[src/rtl/pixel_write_ctrl.sv]
// Pixel-buffer to SRAM write controller: each 24-bit pixel becomes two 16-bit words.
// Define PWC_FRAME_CNT_EN to add the frame_cnt output.
module pixel_write_ctrl #(
  parameter int unsigned NUM_PIXELS = 307200,
  parameter int unsigned PIX_ID_W   = 19
) (
  input  logic                clk,
  input  logic                rst_b,
  input  logic                pb_empty,
  input  logic [PIX_ID_W-1:0] pix_id,
  input  logic [23:0]         pix_rgb,
  output logic                pb_re,
  output logic                sram_req,
  input  logic                sram_grant,
  output logic [19:0]         sram_addr,
  output logic [15:0]         sram_wdata,
  output logic                sram_we_b,
  output logic                frame_done,
  output logic [PIX_ID_W-1:0] pix_cnt,
`ifdef PWC_FRAME_CNT_EN
  output logic                err_oob,
  output logic [15:0]         frame_cnt
`else
  output logic                err_oob
`endif
);

  typedef enum logic [1:0] {IDLE, WR_LO, WR_HI, SKIP} state_t;

  localparam logic [PIX_ID_W-1:0] LAST_CNT = PIX_ID_W'(NUM_PIXELS - 1);

  state_t              r_state;
  logic [PIX_ID_W-1:0] r_id;
  logic [7:0]          r_red;
  logic                r_sram_req;
  logic [19:0]         r_sram_addr;
  logic [15:0]         r_sram_wdata;
  logic [PIX_ID_W-1:0] r_pix_cnt;
  logic                r_frame_done;
  logic                r_err_oob;

  logic                w_complete;
  logic                w_pop;
  logic                w_last_pix;
  logic                w_in_oob;
  logic [31:0]         w_id_ext;
  logic [PIX_ID_W:0]   w_addr_lo;
  logic [PIX_ID_W:0]   w_addr_hi;

  // SKIP is the single dead cycle an out-of-range pixel spends before it counts as complete
  assign w_complete = ((r_state == WR_HI) && sram_grant) || (r_state == SKIP);
  assign w_pop      = rst_b && !pb_empty && ((r_state == IDLE) || w_complete);
  assign w_last_pix = (r_pix_cnt == LAST_CNT);
  assign w_id_ext   = 32'(pix_id);
  assign w_in_oob   = (w_id_ext >= NUM_PIXELS);
  assign w_addr_lo  = {pix_id, 1'b0};
  assign w_addr_hi  = {r_id, 1'b1};

  always_ff @(posedge clk or negedge rst_b) begin
    if (!rst_b) begin
      r_state      <= IDLE;
      r_id         <= '0;
      r_red        <= '0;
      r_sram_req   <= 1'b0;
      r_sram_addr  <= '0;
      r_sram_wdata <= '0;
      r_pix_cnt    <= '0;
      r_frame_done <= 1'b0;
      r_err_oob    <= 1'b0;
    end else begin
      r_frame_done <= 1'b0;
      if (w_complete) begin
        if (w_last_pix) begin
          r_pix_cnt    <= '0;
          r_frame_done <= 1'b1;
        end else begin
          r_pix_cnt <= r_pix_cnt + PIX_ID_W'(1);
        end
      end
      // A pop overrides the return to IDLE so completion and the next load share a cycle
      if (w_pop) begin
        r_id  <= pix_id;
        r_red <= pix_rgb[23:16];
        if (w_in_oob) begin
          r_state    <= SKIP;
          r_sram_req <= 1'b0;
          r_err_oob  <= 1'b1;
        end else begin
          r_state      <= WR_LO;
          r_sram_req   <= 1'b1;
          r_sram_addr  <= 20'(w_addr_lo);
          r_sram_wdata <= pix_rgb[15:0];
        end
      end else if (w_complete) begin
        r_state    <= IDLE;
        r_sram_req <= 1'b0;
      end else if ((r_state == WR_LO) && sram_grant) begin
        r_state      <= WR_HI;
        r_sram_addr  <= 20'(w_addr_hi);
        r_sram_wdata <= {8'h00, r_red};
      end
    end
  end

  assign pb_re      = w_pop;
  assign sram_req   = r_sram_req;
  assign sram_addr  = r_sram_addr;
  assign sram_wdata = r_sram_wdata;
  assign sram_we_b  = ~(r_sram_req & sram_grant);
  assign frame_done = r_frame_done;
  assign pix_cnt    = r_pix_cnt;
  assign err_oob    = r_err_oob;

`ifdef PWC_FRAME_CNT_EN
  logic [15:0] r_frame_cnt;

  always_ff @(posedge clk or negedge rst_b) begin
    if (!rst_b) begin
      r_frame_cnt <= '0;
    end else if (w_complete && w_last_pix) begin
      r_frame_cnt <= r_frame_cnt + 16'd1;
    end
  end

  assign frame_cnt = r_frame_cnt;
`endif

endmodule

[config.mk]
export PLATFORM = sky130hd
export DESIGN_NAME = pixel_write_ctrl
export DESIGN_NICKNAME = d
export VERILOG_FILES = /design/src/rtl/pixel_write_ctrl.sv
export SDC_FILE = /design/constraint.sdc
export NUM_CORES = 1
export LEC_CHECK = 0
export CAP_MARGIN = 30
export CORE_MARGIN = 3
export CORE_UTILIZATION = 43
export CTS_CLUSTER_DIAMETER = 120
export CTS_CLUSTER_SIZE = 25
export DETAILED_ROUTE_END_ITERATION = 16
export PLACE_DENSITY = 0.77
export SETUP_SLACK_MARGIN = 0.15
export SYNTH_ARGS = -nofsm -noshare
export SYNTH_HDL_FRONTEND = slang
export SYNTH_SLANG_ARGS = --single-unit
[constraint.sdc]
create_clock -name clk -period 1.55 [get_ports clk]
set_input_delay 0.2325 -clock clk [delete_from_list [all_inputs] [get_ports clk]]
set_output_delay 0.2325 -clock clk [all_outputs]
set_load 0.01 [all_outputs]
==> metrics.txt, run 1 <==
status=finished, violations left; Adder-Cell Fraction of Synth Area=0.3257%; dpl hpwl=7.369 mm; post-synth top area share=56.68%; Post-Syn Area per Cell=10.55 sq um; Post-Place Cells=603; number of I/O pins=107; post-route ant nets=0; compound-cell area share of the yosys netlist=16.12%; Initial Utilization=45.60%; most frequent cell after synthesis=nand2_1; top_reg_cell synth=dfrtp_1; Pwr per Cell Area=1303 nW/um^2; f_max=575.1 MHz; CTS Root Cell=clkbuf_8; largest area contributor in the netlist=dfrtp_1; internal power=5.436 mW; MaxCap Viol Count=0; Buf/Inv on CP=3; clk sinks=87; largest net degree at the start of global routing=46; Avg Vias per Cell=5.378; #FFs+latches synth=87; Setup TNS=-4.573 ns; Syn. warnings=0; Initial DRT Pass Iterations=4; Finished Cell Area=6121 sq um; Final Max Tran Viols=0; CP Cell Sequence=or3b_4 > nand3_4 > buf_6 > buf_6 > a2bb2oi_4 > clkbuf_16 > o221a_1; RSZ-0062 raised after global routing=yes; die height=100.5 um; worst-margin pin slew=0.5747 ns; DRC viols=0; Post-layout nets=588; vias=3,490; largest cells by area after synthesis=dfrtp_1 (57%), nand2_1 (9.9%), o221a_1 (5.9%); CTS buffer count=9; Iteration-0 DRC Markers=143; Post-Syn Instances=364; Worst Path Arrival=1.98 ns; Placed Area=5355 sq um; final setup vio count=39; violated checks=negative setup slack; Setup WS post-layout=-0.1888 ns; switching share of total power=31.84%; simple-gate share of the synthesized area=21.43%; mux share of post-synthesis cell area=0.2606%; FP Rows=33; Critical Path Most Common Cell=buf_6; relative slew slack=61.69%; global route overflow=0; sw power=2.539 mW; Reg clk slew, reported paths=0.08 ns; Core Area=8423 sq um; Syn Nets=412; final hold violation count=0; CP top delay family=simple AND/OR/NAND/NOR gates; Clock Power Share=21.4%; clock skew=0.007200 ns; initial antenna violation count=0; first-pass GRT wire length=17.55 mm; Logic pwr share=35.3%; Mapped Area=3841 sq um; input/output buffers=106; worst hold path class=input pin to async pin; Worst path max stage delay=0.42 ns; Total Routing Usage GR=21.92%; Leakage Power=2.816 nW; WL/cell=18.42 um; Die ar.=10,100 sq um; dominant combinational cell family by area after synthesis=simple AND/OR/NAND/NOR gates; commonest cells in the netlist=nand2_1 (101), dfrtp_1 (87), or2_2 (27); fin crit share=112.2%; post-synth cell types=48; maximum clock path buffer count=2; Clock Latency Late Sink=0.36 ns; end of the worst register-to-register path=sram_addr[18]; sequential area share after synthesis=56.68%; CP endpoint kind=flip-flop; antenna cells=0; post-route insts no fill=649; Die X-Extent=100.5 um; crit path max fanout=7; layout cells sized above 1=34.74%; CP startpoint kind=flip-flop; Post-Place Worst Slack=-0.3837 ns; EDFF count, synth=0; CP max stage cell=or3b_4; sequential fraction of design power=43.4%; P&R area growth vs syn=59.35%; drt total wl=11.96 mm; gpl congestion=0.8644; VDD IR max=0.6863 mV; R2R setup slack=-0.19 ns; Critical R2R Launch=r_state[1]; Setup CP Type=flip-flop to flip-flop; Post-synth ARST share=100.0%; CTS HTree Levels=3; Final min period=1.739 ns; Worst EP required=1.80 ns; Synth Area in XOR/XNOR=2.736%; CTS tree=done; Reg2Reg Depth=7; number of global-route vias before repair=3,511
==> power groups by stage <==
stage	Clock, mW	Sequential [mW]	Combinational, mW
detailed placement	0	3.47	2.71
floorplan	0	3.63	0.941
global route	1.81	3.54	3.03
finish	1.70	3.46	2.81
CTS	1.71	3.41	2.57
global placement	0	3.45	2.62
==> routing by layer <==
| metal | global-route usage (%) | vias to the layer above | part of all wire, % |
|---|---|---|---|
| met1 | 28.76 | 1726 | 41 |
| li1 | - | 1628 | - |
| met2 | 35.78 | 121 | 51 |
| met3 | 6.367 | 15 | 7.3 |
| met4 | 5.699 | 0 | 1.4 |
| met5 | 0 | - | 0 |
==> how the worst max path moves through the flow <==
stage,from,end,depth (start not counted)
4_1_cts,r_state[0],sram_addr[4],7
2_1_floorplan,pix_cnt[1],pix_cnt[13],5
3_5_place_dp,sram_grant,pb_re,5
6_report,r_state[1],sram_addr[18],7
3_3_place_gp,sram_grant,pb_re,5
5_1_grt,r_state[1],sram_addr[18],7
==> stage by stage <==
stage          power [mW]  utilization, %  hold slack [ns]
3_5_place_dp        6.183           63.58           0.4548
3_3_place_gp        6.066           63.58           0.4487
6_report            7.975           72.67          0.06350
4_1_cts             7.692           68.57          0.07854
5_1_grt             8.388           72.67           0.1048
2_1_floorplan       4.566               -         -0.06309
==> worst register-to-register path, stage by stage, from the launching register on <==
cell	delay [ns]
dfrtp_1	0.40
or3b_4	0.42
nand3_4	0.10
buf_6	0.12
buf_6	0.10
a2bb2oi_4	0.08
clkbuf_16	0.18
o221a_1	0.24
==> state kept, by name, summed over array words and instances, names as in the netlist <==
signal      flops
pix_cnt        19
sram_req        1
frame_done      1
sram_addr      20
err_oob         1
r_id           19
r_state         2
sram_wdata     16
r_red           8
==> cells in the final DEF (no fill, tap or decap), types with 7 or more instances in the layout <==
cell type        instances
nand2_2                  7
dfrtp_2                  8
buf_6                   20
dlygate4sd2_1           49
clkbuf_8                 9
or2_2                   25
dfrtp_1                 79
o21ai_2                 10
clkdlybuf4s50_1         44
o211ai_1                 8
buf_4                   53
o221a_1                 20
nand2_1                 93
==> what timing repair did <==
| action | in CTS | in global routing |
|---|---|---|
| pin swaps | 20 | 28 |
| gates resized for setup | 126 | 54 |
| buffers inserted | 14 | 11 |
| cloned | 1 | 5 |
| hold buffers | 0 | 0 |
| endpoints found under the setup margin | 138 | 93 |
==> logic make-up (layout without fill, tap and decap cells) <==
kind of cell / after synthesis / count (layout)
simple gates: 175 / 175
flops: 87 / 87
compound gates: 68 / 68
buf+inv: 20 / 200
xor+xnor: 12 / 12
fa+ha+maj: 1 / 1
mux: 1 / 1
==> final cells by class <==
class | count | area [sq um]
clock inverter | 4 | 72.57
fill | 586 | 2302
tap | 105 | 131.4
sequential | 87 | 2187
inverter | 4 | 20.02
multi-input combinational | 257 | 1884
timing repair buffer | 181 | 1694
clock buffer | 11 | 131.4
Note: power is estimated with default switching activity, not from simulation.
==> inputs of run 2 (changes only) <==
- CTS_BUF_LIST: not set -> sky130_fd_sc_hd__clkbuf_16
- RECOVER_POWER: not set -> 25
- SKIP_CTS_REPAIR_TIMING: not set -> 1
==> metrics.txt, run 2 (synthesis results as in run 1) <==
CP Cell Sequence=or3b_4 > nand3_4 > inv_6 > buf_8 > o21ai_4 > clkbuf_16 > o221a_1; CTS HTree Levels=3; Reg2Reg Depth=7; Critical R2R Launch=r_state[1]; die height=100.5 um; CP max stage cell=or3b_4; initial antenna violation count=0; Post-Place Worst Slack=-0.3837 ns; CP startpoint kind=flip-flop; f_max=597.9 MHz; clk sinks=87; antenna cells=0; global route overflow=0; input/output buffers=106; gpl congestion=0.8644; Pwr per Cell Area=1365 nW/um^2; Worst Hold Path EP=r_id[13]; VDD IR max=0.8250 mV; Clock Latency Late Sink=0.34 ns; HP Start=pix_id[13]; Iteration-0 DRC Markers=183; Reg clk slew, reported paths=0.06 ns; sequential fraction of design power=40.0%; CP top delay family=simple AND/OR/NAND/NOR gates; DRC viols=0; commonest non-fill, non-tap cells in the layout=nand2_1 (97), dfrtp_1 (76), dlymetal6s2s_1 (62); sw power=2.597 mW; CTS Root Cell=clkbuf_16; Final Max Tran Viols=0; fin crit share=107.9%; status=finished, violations left; WL/cell=19.06 um; Initial DRT Pass Iterations=4; layout cells sized above 1=30.86%; drt total wl=12.26 mm; number of global-route vias before repair=3,328; Fill cells=537; post-route ant nets=0; CP endpoint kind=flip-flop; relative slew slack=25.48%; Worst EP required=1.82 ns; Core Area=8423 sq um; Initial Utilization=45.60%; MaxCap Viol Count=0; clock skew=0.01050 ns; final setup vio count=28; Die ar.=10,100 sq um; end of the worst register-to-register path=sram_addr[6]; Clock Power Share=26.0%; hold depth=4; FP Rows=33; Die X-Extent=100.5 um; Worst path max stage delay=0.42 ns; worst-margin pin slew=1.118 ns; number of I/O pins=107; Buf/Inv on CP=3; CTS tree=done; Leakage Power=3.436 nW; dpl hpwl=7.369 mm; RSZ-0062 raised after global routing=yes; Setup WS post-layout=-0.1226 ns; max reg flops=20; Post-layout nets=582; most common cell after layout, fill and taps aside=nand2_1; internal power=6.083 mW; Logic pwr share=34.0%; Worst Path Arrival=1.94 ns; violated checks=negative setup slack; worst hold path class=input pin to flip-flop; Total Routing Usage GR=20.58%; P&R area growth vs syn=65.60%; CTS buffer count=9; crit path max fanout=5; maximum clock path buffer count=2; final hold violation count=0; vias=3,565; Total Power=8.681 mW; Avg Vias per Cell=5.544; switching share of total power=29.92%; Final min period=1.673 ns; largest net degree at the start of global routing=46; R2R setup slack=-0.12 ns; first-pass GRT wire length=16.57 mm; Setup CP Type=flip-flop to flip-flop
run 2: cell types whose count changed in the layout (fill, tap and decap cells not counted), sizes merged:
cell / change
dlymetal6s2s: +62
dlygate4sd2: -49
buf: -14
clkdlybuf4s15: -4
inv: +3
clkdlybuf4s50: -2
clkbuf: -1
clkinv: -1
run 2: final cells by class:
| class | count | area [sq um] | area share [%] |
|---|---|---|---|
| Clock inverter | 6 | 80.08 | 1.259 |
| Inverter | 4 | 20.02 | 0.3147 |
| Sequential cell | 87 | 2191 | 34.44 |
| Tap cell | 105 | 131.4 | 2.065 |
| Clock buffer | 9 | 225.2 | 3.541 |
| Timing Repair Buffer | 175 | 1901 | 29.88 |
| Multi-Input combinational cell | 257 | 1813 | 28.50 |
run 2: worst max path at each step:
stage | startpoint | endpoint | cells after the start
after global routing | r_state[1] | sram_addr[3] | 7
after floorplan | pix_cnt[1] | pix_cnt[13] | 5
final | r_state[1] | sram_addr[6] | 7
after CTS | r_state[1] | pb_re | 4
after detailed placement | sram_grant | pb_re | 5
after global placement | sram_grant | pb_re | 5
run 2: power by group through the flow:
stage	clock (mW)	combinational [mW]	sequential [mW]
2_1_floorplan	0	0.941	3.63
3_3_place_gp	0	2.62	3.45
3_5_place_dp	0	2.71	3.47
4_1_cts	2.27	2.72	3.44
5_1_grt	2.38	3.17	3.55
6_report	2.26	2.95	3.47
run 2: through the flow:
stage	cell area, sq um	cells	utilization (%)	hold slack, ns	TNS [ns]
2_1_floorplan	3936	364	-	-0.06309	0
3_3_place_gp	5355	603	63.58	0.4487	-18.21
3_5_place_dp	5355	603	63.58	0.4548	-20.13
4_1_cts	5660	618	67.20	0.1121	-3.384
5_1_grt	6361	643	75.52	0.2695	-4.289
6_report	6361	643	75.52	0.2416	-2.314
run 2: routing by layer:
metal / wire length (um) / part of all wire, % / global-route usage (%) / vias up
li1: - / - / - / 1619
met1: 4821 / 39 / 27.88 / 1787
met2: 6360 / 52 / 32.62 / 143
met3: 862 / 7.0 / 4.775 / 16
met4: 212 / 1.7 / 7.150 / 0
met5: 0 / 0 / 0 / -
run 2: worst register-to-register path, stage by stage, from the launching register on:
cell and delay, ns:
dfrtp_1 0.38, or3b_4 0.42, nand3_4 0.11, inv_6 0.05
buf_8 0.12, o21ai_4 0.12, clkbuf_16 0.22, o221a_1 0.19
